[src/rtl/mem_port_arbiter.sv]
// mem_port_arbiter: shares one split-transaction memory port between instruction and data requesters
module mem_port_arbiter #(
   parameter int MAX_OUTSTANDING = 3,
   parameter bit FAIR            = 1
) (
   input  logic        clock,
   input  logic        reset,
   input  logic        i_req,
   output logic        i_gnt,
   input  logic [31:0] i_addr,
   output logic        i_recv,
   input  logic        i_ack,
   input  logic        d_req,
   output logic        d_gnt,
   input  logic [31:0] d_addr,
   input  logic        d_wen,
   input  logic [3:0]  d_strb,
   input  logic [31:0] d_wdata,
   output logic        d_recv,
   input  logic        d_ack,
   output logic [31:0] s_rdata,
   output logic        s_error,
   output logic        m_req,
   input  logic        m_gnt,
   output logic [31:0] m_addr,
   output logic        m_wen,
   output logic [3:0]  m_strb,
   output logic [31:0] m_wdata,
   input  logic        m_recv,
   output logic        m_ack,
   input  logic [31:0] m_rdata,
   input  logic        m_error
);
   localparam int PW = MAX_OUTSTANDING > 1 ? $clog2(MAX_OUTSTANDING) : 1;
   localparam int CW = $clog2(MAX_OUTSTANDING + 1);
   localparam logic [PW-1:0] LAST = PW'(MAX_OUTSTANDING - 1);
   localparam logic [CW-1:0] FULL = CW'(MAX_OUTSTANDING);

   logic [MAX_OUTSTANDING-1:0] tags;
   logic [PW-1:0]              wr_ptr, rd_ptr;
   logic [CW-1:0]              count;
   logic                       lock, lock_sel, rr_ptr;
   logic                       sel, sel_req, empty, head, push, pop;

   // sel/head/tags: 0 = instruction, 1 = data
   always_comb begin
      sel     = lock ? lock_sel : (i_req && d_req) ? (FAIR ? rr_ptr : 1'b1) : d_req;
      sel_req = sel ? d_req : i_req;
      m_req   = sel_req && (count < FULL);
      i_gnt   = m_gnt && m_req && !sel;
      d_gnt   = m_gnt && m_req && sel;
      m_addr  = sel ? d_addr : i_addr;
      m_wen   = sel && d_wen;
      m_strb  = sel ? d_strb : 4'hF;
      m_wdata = sel ? d_wdata : 32'h0;
      empty   = count == '0;
      head    = tags[rd_ptr];
      i_recv  = !empty && !head && m_recv;
      d_recv  = !empty && head && m_recv;
      m_ack   = !empty && (head ? d_ack : i_ack);
      s_rdata = m_rdata;
      s_error = m_error;
      push    = m_gnt && m_req;
      pop     = m_recv && m_ack;
   end

   always_ff @(posedge clock) begin
      if (reset) begin
         tags     <= '0;
         wr_ptr   <= '0;
         rd_ptr   <= '0;
         count    <= '0;
         lock     <= 1'b0;
         lock_sel <= 1'b0;
         rr_ptr   <= 1'b0;
      end else begin
         lock     <= m_req && !m_gnt;
         lock_sel <= sel;
         if (push) begin
            tags[wr_ptr] <= sel;
            wr_ptr       <= wr_ptr == LAST ? '0 : wr_ptr + 1'b1;
            rr_ptr       <= !sel;
         end
         if (pop)
            rd_ptr <= rd_ptr == LAST ? '0 : rd_ptr + 1'b1;
         count <= count + CW'(push) - CW'(pop);
      end
   end
endmodule

[config.mk]
export PLATFORM = sky130hd
export DESIGN_NAME = mem_port_arbiter
export DESIGN_NICKNAME = d
export VERILOG_FILES = /design/src/rtl/mem_port_arbiter.sv
export SDC_FILE = /design/constraint.sdc
export NUM_CORES = 1
export LEC_CHECK = 0
export BUFFER_PORTS_ARGS = -buffer_cell sky130_fd_sc_hd__buf_2
export CAP_MARGIN = 20
export CORE_AREA = 2 2 96 98
export CTS_BUF_LIST = sky130_fd_sc_hd__clkbuf_4 sky130_fd_sc_hd__clkbuf_8
export CTS_CLUSTER_DIAMETER = 80
export CTS_CLUSTER_SIZE = 8
export DETAILED_ROUTE_END_ITERATION = 8
export DIE_AREA = 0 0 98 100
export PLACE_DENSITY = 0.52
export SLEW_MARGIN = 20
export SYNTH_ARGS = -nofsm -noshare
export SYNTH_HDL_FRONTEND = slang
export SYNTH_SLANG_ARGS = --single-unit
[constraint.sdc]
create_clock -name clock -period 2.86 [get_ports clock]
set_input_delay 0.715 -clock clock [delete_from_list [all_inputs] [get_ports clock]]
set_output_delay 0.715 -clock clock [all_outputs]
set_load 0.05 [all_outputs]
Word level (Yosys, flattened, before mapping) --
Cells that the tools add are included.
Storage, ports and cells: register bits 12, bits in writable memories 0, memories kept 0, bits in latches 0, input port bits 142, memory bits (read-only) 0
Operators by class: multiplexer cells 14, $add $sub $neg 4, equality and inequality tests 2, divide/modulo/power cells 0, reductions and logical operators 19, magnitude comparators 4, multipliers 0, shifts and indexed selects 0, bitwise gates (word level) 0
Operators by type and width (count):
- $mux W32 | 2
- $logic_and A1 B1 Y1 | 14
- $lt A2 B3 Y1 const B | 2
- $mux W1 | 6
- $add A2 B1 Y2 const B | 2
- $eq A2 B2 Y1 const B | 2
- $logic_not A1 Y1 | 4
- $mux W2 | 2
- $mux W4 | 1
- $bwmux W3 | 1
- $add A2 B1 Y2 | 1
- $bmux W1 S2 | 1
- $demux W1 S2 | 1
- $ge A2 B1 Y1 const B | 1
- $logic_not A2 Y1 | 1
- $lt A2 B2 Y1 const B | 1
- $sub A2 B1 Y2 | 1

Depth between registers and ports, before layout --
word-level depth 8, gate-level depth with buffers 10, gate-level depth less buffers 10

Least setup slack after synthesis --
Ideal clock, no wire load.
path kind input-to-output, start input port i_req, end output port m_addr[0], required time 2.145 ns, path slack 0.250 ns, data arrival time 1.895 ns, cell stages on the path 4, cells stage by stage nor2b_1 o21ai_1 buf_2 mux2_2
Between the ends: word-level cells in the longest chain between the ends 4
Ends and longest elaborated chain:
- start, declared | RTL line 8 | input logic i_req,
- $logic_and A1 B1 Y1 | RTL line 47 | sel = lock ? lock_sel : (i_req && d_req) ? (FAIR ? rr_ptr : 1'b1) : d_req;
- $mux W1 (2 in a row) | RTL line 47
- $mux W32 | RTL line 52 | m_addr = sel ? d_addr : i_addr;
- end, declared | RTL line 25 | output logic [31:0] m_addr,
No other way between the ends.

Worst setup path in the final report --
start input port i_req, end output port m_addr[25]
Same word-level chain as after synthesis.

==> summary.md <==
| Metric | Value |
|---|---|
| PD cells | approximately 440 nW/um2 |
| Die area | between 9000 and 10000 um2 |
| Resized cells post-CTS | 0 |
| DRT iter0 DRCs | 31 |
| Critical path launch point type | input port |
| Fraction of power consumed by combinational cells | 63.2% |
| Worst Path Class, Setup | in -> out |
| Total of buffers placed on input and output ports | 183 |
| DRT antenna net count | 0 |
| Diodes inserted | 0 |
| Net switching power of the design | 0.000532 W |
| Core Box Area | 8890 um2 |
| Share of async-settable or async-resettable flops after synthesis | 0% |
| Area taken by flip-flops and latches | 240 um2 |
| Number of core rows | 35 |
| Category of the worst setup path capture point | output pin |
| Signal arrival time at the worst endpoint | 2.01 ns |
| Sequential Power Share | 19.1% |
| FF+latch count, synth | 12 |
| Via count of the first global-routing pass | 1489 |
| Leading area contributor after synthesis | sky130_fd_sc_hd__mux2_2 |
| Total GRT Usage | around an eighth |
| Reported leakage power | 1.30 nW |
| Min cycle time layout | 2.73 ns |
| DR DRC count | 0 |
| Worst hold slack across all endpoints | 0.470 ns |
| Net switching fraction of the power | around half |
| EDFF count, synth | 0 |
| Deepest clock path buffer count | 2 |
| Maximum fanout along the worst path | 31 |
| Effective utilization at floorplan | 17.3% |
| Count of endpoints failing setup in the final report | 0 |
| Max-slew violation count | 0 |
| Highest attainable clock frequency | 0.367 GHz |
| Most used DFF post-synth | sky130_fd_sc_hd__dfxtp_1 |
| Die Ht | 100 um |
| Detailed-router iteration count before antenna repair | 4 |
| Maximum number of pins on one net before global-route repair | 42 |
| Sum of net half-perimeters after detailed placement | 6410 um |
| Distinct cell type count after synthesis | 32 |
| Number of H-tree branching levels | 1 |
| Register clock-pin slew on the reported worst setup and hold paths | 0.06 ns |
| Share of total power in the clock network | around 18% |
| Run status | finished clean |
| Worst Tran Pin Value | slightly above 0.5 ns |
| Insertion delay of the later-clocked pin in the worst-skew pair | 0.24 ns |
| Relative slew slack | 65.1% |
| Number of clock buffers inserted by TritonCTS | 3 |
| Number of fillers in the final layout | between 900 and 1000 |
| Count of synthesis-stage warnings from yosys | 0 |
| Sum of negative setup slack | 0 ns |
| Share of Yosys cell area claimed by the top area cell type | 23.5% |
| Mean instance size in the synthesized netlist | approximately 8.3 um2 |
| Area of the mapped netlist | 1540 um2 |
| Vias | 1772 |
| Sink count of the clock tree | 12 |
| Post CTS Setup Buffer Count | 0 |
| Number of nets at the end of the flow | between 400 and 500 |
| Net count of the mapped netlist | 330 |
| Ports placed on the boundary | 250 |
| Remaining global-route overflow | 0 |
| Period utilisation layout | 95.4% |
| Type of the worst min-delay path | reg -> reg |
| Total routed wirelength | 7160 um |
| Post-Syn Instances | 186 |
| Area Growth Syn to Fin | 57.9% |
| Die span in x | 98 um |
| Leading post-synthesis cells by cell area | sky130_fd_sc_hd__mux2_2, sky130_fd_sc_hd__buf_4, sky130_fd_sc_hd__dfxtp_1, sky130_fd_sc_hd__and2_1, sky130_fd_sc_hd__mux2i_1 |
| Post-Route Skew | approximately 0.0028 ns |
| Max capacitance violation total | 0 |
| Data required time at the worst endpoint | 2.14 ns |
| Number of antenna violations at the first check in global routing | 0 |
| Post-DR wirelength/cell | roughly 16 um |
| Vias/cell | 3.98 |
| Ratio of cells with drive above 1 in the final layout | 67.4% |
| Placer congestion estimate | 0.730 |
| CTS Hold Buffers Added | 0 |
| Setup repair after global routing missed its margin | no |
| CTS tree | built |
| Area of the multi-input gates | 995 um2 |
| Final hold vios | 0 |
| Cell at the root of the clock tree | sky130_fd_sc_hd__clkbuf_8 |
| Max IR drop VDD | roughly 160 uV |
| Wire length of the first global-routing pass | between 9000 and 10000 um |
| Cell internal pwr | 0.000526 W |
| Proportion of synthesized chip area in sequential cells | 15.6% |
==> cell usage in the layout (no fill, tap or decap), drive strengths merged <==
master / netlist / routed
or2: 1 / 1
and2: 34 / 34
a31oi: 1 / 1
or3: 1 / 1
mux2i: 9 / 9
a21oi: 7 / 7
nor2b: 3 / 3
mux2: 32 / 32
ha: 2 / 2
o21a: 1 / 1
or4: 1 / 1
xor2: 1 / 1
nor2: 5 / 5
dfxtp: 12 / 12
and2b: 1 / 1
or3b: 1 / 1
nand2b: 10 / 10
inv: 5 / 5
nand2: 5 / 5
o2bb2ai: 1 / 1
nor3b: 2 / 2
xnor2: 1 / 1
o22ai: 1 / 1
nand3b: 1 / 1
buf: 38 / 186
o21ai: 4 / 4
nor3: 1 / 1
a211o: 1 / 1
clkbuf: 4 / 4
==> Yosys cell counts (4+ instances only) <==
cell	instances
sky130_fd_sc_hd__a21oi_1	7
sky130_fd_sc_hd__nor2_1	5
sky130_fd_sc_hd__mux2_2	32
sky130_fd_sc_hd__dfxtp_1	12
sky130_fd_sc_hd__nand2_1	5
sky130_fd_sc_hd__inv_1	5
sky130_fd_sc_hd__mux2i_1	9
sky130_fd_sc_hd__buf_2	4
sky130_fd_sc_hd__and2_1	34
sky130_fd_sc_hd__nand2b_1	10
sky130_fd_sc_hd__clkbuf_1	4
sky130_fd_sc_hd__buf_4	33
==> critical path, stage by stage <==
cell	delay, ns
sky130_fd_sc_hd__buf_2	0.11
sky130_fd_sc_hd__nor2b_1	0.15
sky130_fd_sc_hd__o21ai_4	0.21
sky130_fd_sc_hd__buf_12	0.21
sky130_fd_sc_hd__mux2_2	0.37
sky130_fd_sc_hd__buf_2	0.22
==> kinds of logic (layout without fill, tap and decap cells) <==
logic type / Yosys count / after routing / share of synthesized area, %
XOR/XNOR: 2 / 2 / 1.14
multiplexers: 41 / 41 / 29.3
AO/OA/AOI/OAI: 16 / 16 / 6.03
flip-flops: 12 / 12 / 15.6
AND/OR/NAND/NOR: 66 / 66 / 25.9
buffers and inverters: 47 / 195 / 20.4
adder cells (fa/ha/maj): 2 / 2 / 1.63
==> sequential cells by signal (all words and copies together), names as in the netlist <==
register  count
count         2
lock          1
lock_sel      1
rd_ptr        2
rr_ptr        1
tags          3
wr_ptr        2
==> layer usage <==
metal / vias up / track usage [%] / part of all wire, %
met5: - / 0 / 0
met4: 0 / 3.31 / 1.8
met2: 103 / 13.9 / 35
met3: 17 / 15.9 / 27
li1: 883 / - / -
met1: 769 / 14.3 / 36
==> final timing paths <==
kind,from,to,slack (ns),cells past startpoint
worst min register to register,rr_ptr,rr_ptr,0.47,2
worst max register to register,rd_ptr[0],count[1],0.71,10
worst max-delay path,i_req,m_addr[25],0.13,6
worst min-delay path,rr_ptr,rr_ptr,0.47,2
==> metrics by stage <==
step / setup slack [ns] / total power (W) / cell area (um2) / cells / utilization (%)
2_1_floorplan: 0.250 / 0.000812 / 1540 / 186 / -
3_3_place_gp: 0.137 / 0.000871 / 2370 / 441 / 26.7
3_5_place_dp: 0.121 / 0.000877 / 2370 / 441 / 26.7
4_1_cts: 0.119 / 0.00107 / 2430 / 445 / 27.3
5_1_grt: 0.0719 / 0.00111 / 2430 / 445 / 27.3
6_report: 0.133 / 0.00106 / 2430 / 445 / 27.3
==> cell type report <==
cell class                 instances  share of cell area [%]
clock buffer                       4                    2.27
tap                              111                    5.72
timing repair buffer             186                    40.3
sequential                        12                    9.90
inverter                           5                   0.774
multi-input combinational        127                    41.0
==> power groups by stage <==
stage               clock network, W  registers, W  logic (W)
floorplan                          0      0.000200   0.000612
global route                0.000202      0.000205   0.000707
global placement                   0      0.000204   0.000668
finish                      0.000187      0.000202   0.000669
detailed placement                 0      0.000205   0.000671
CTS                         0.000193      0.000202   0.000674
(Power assumes the default switching activity.)
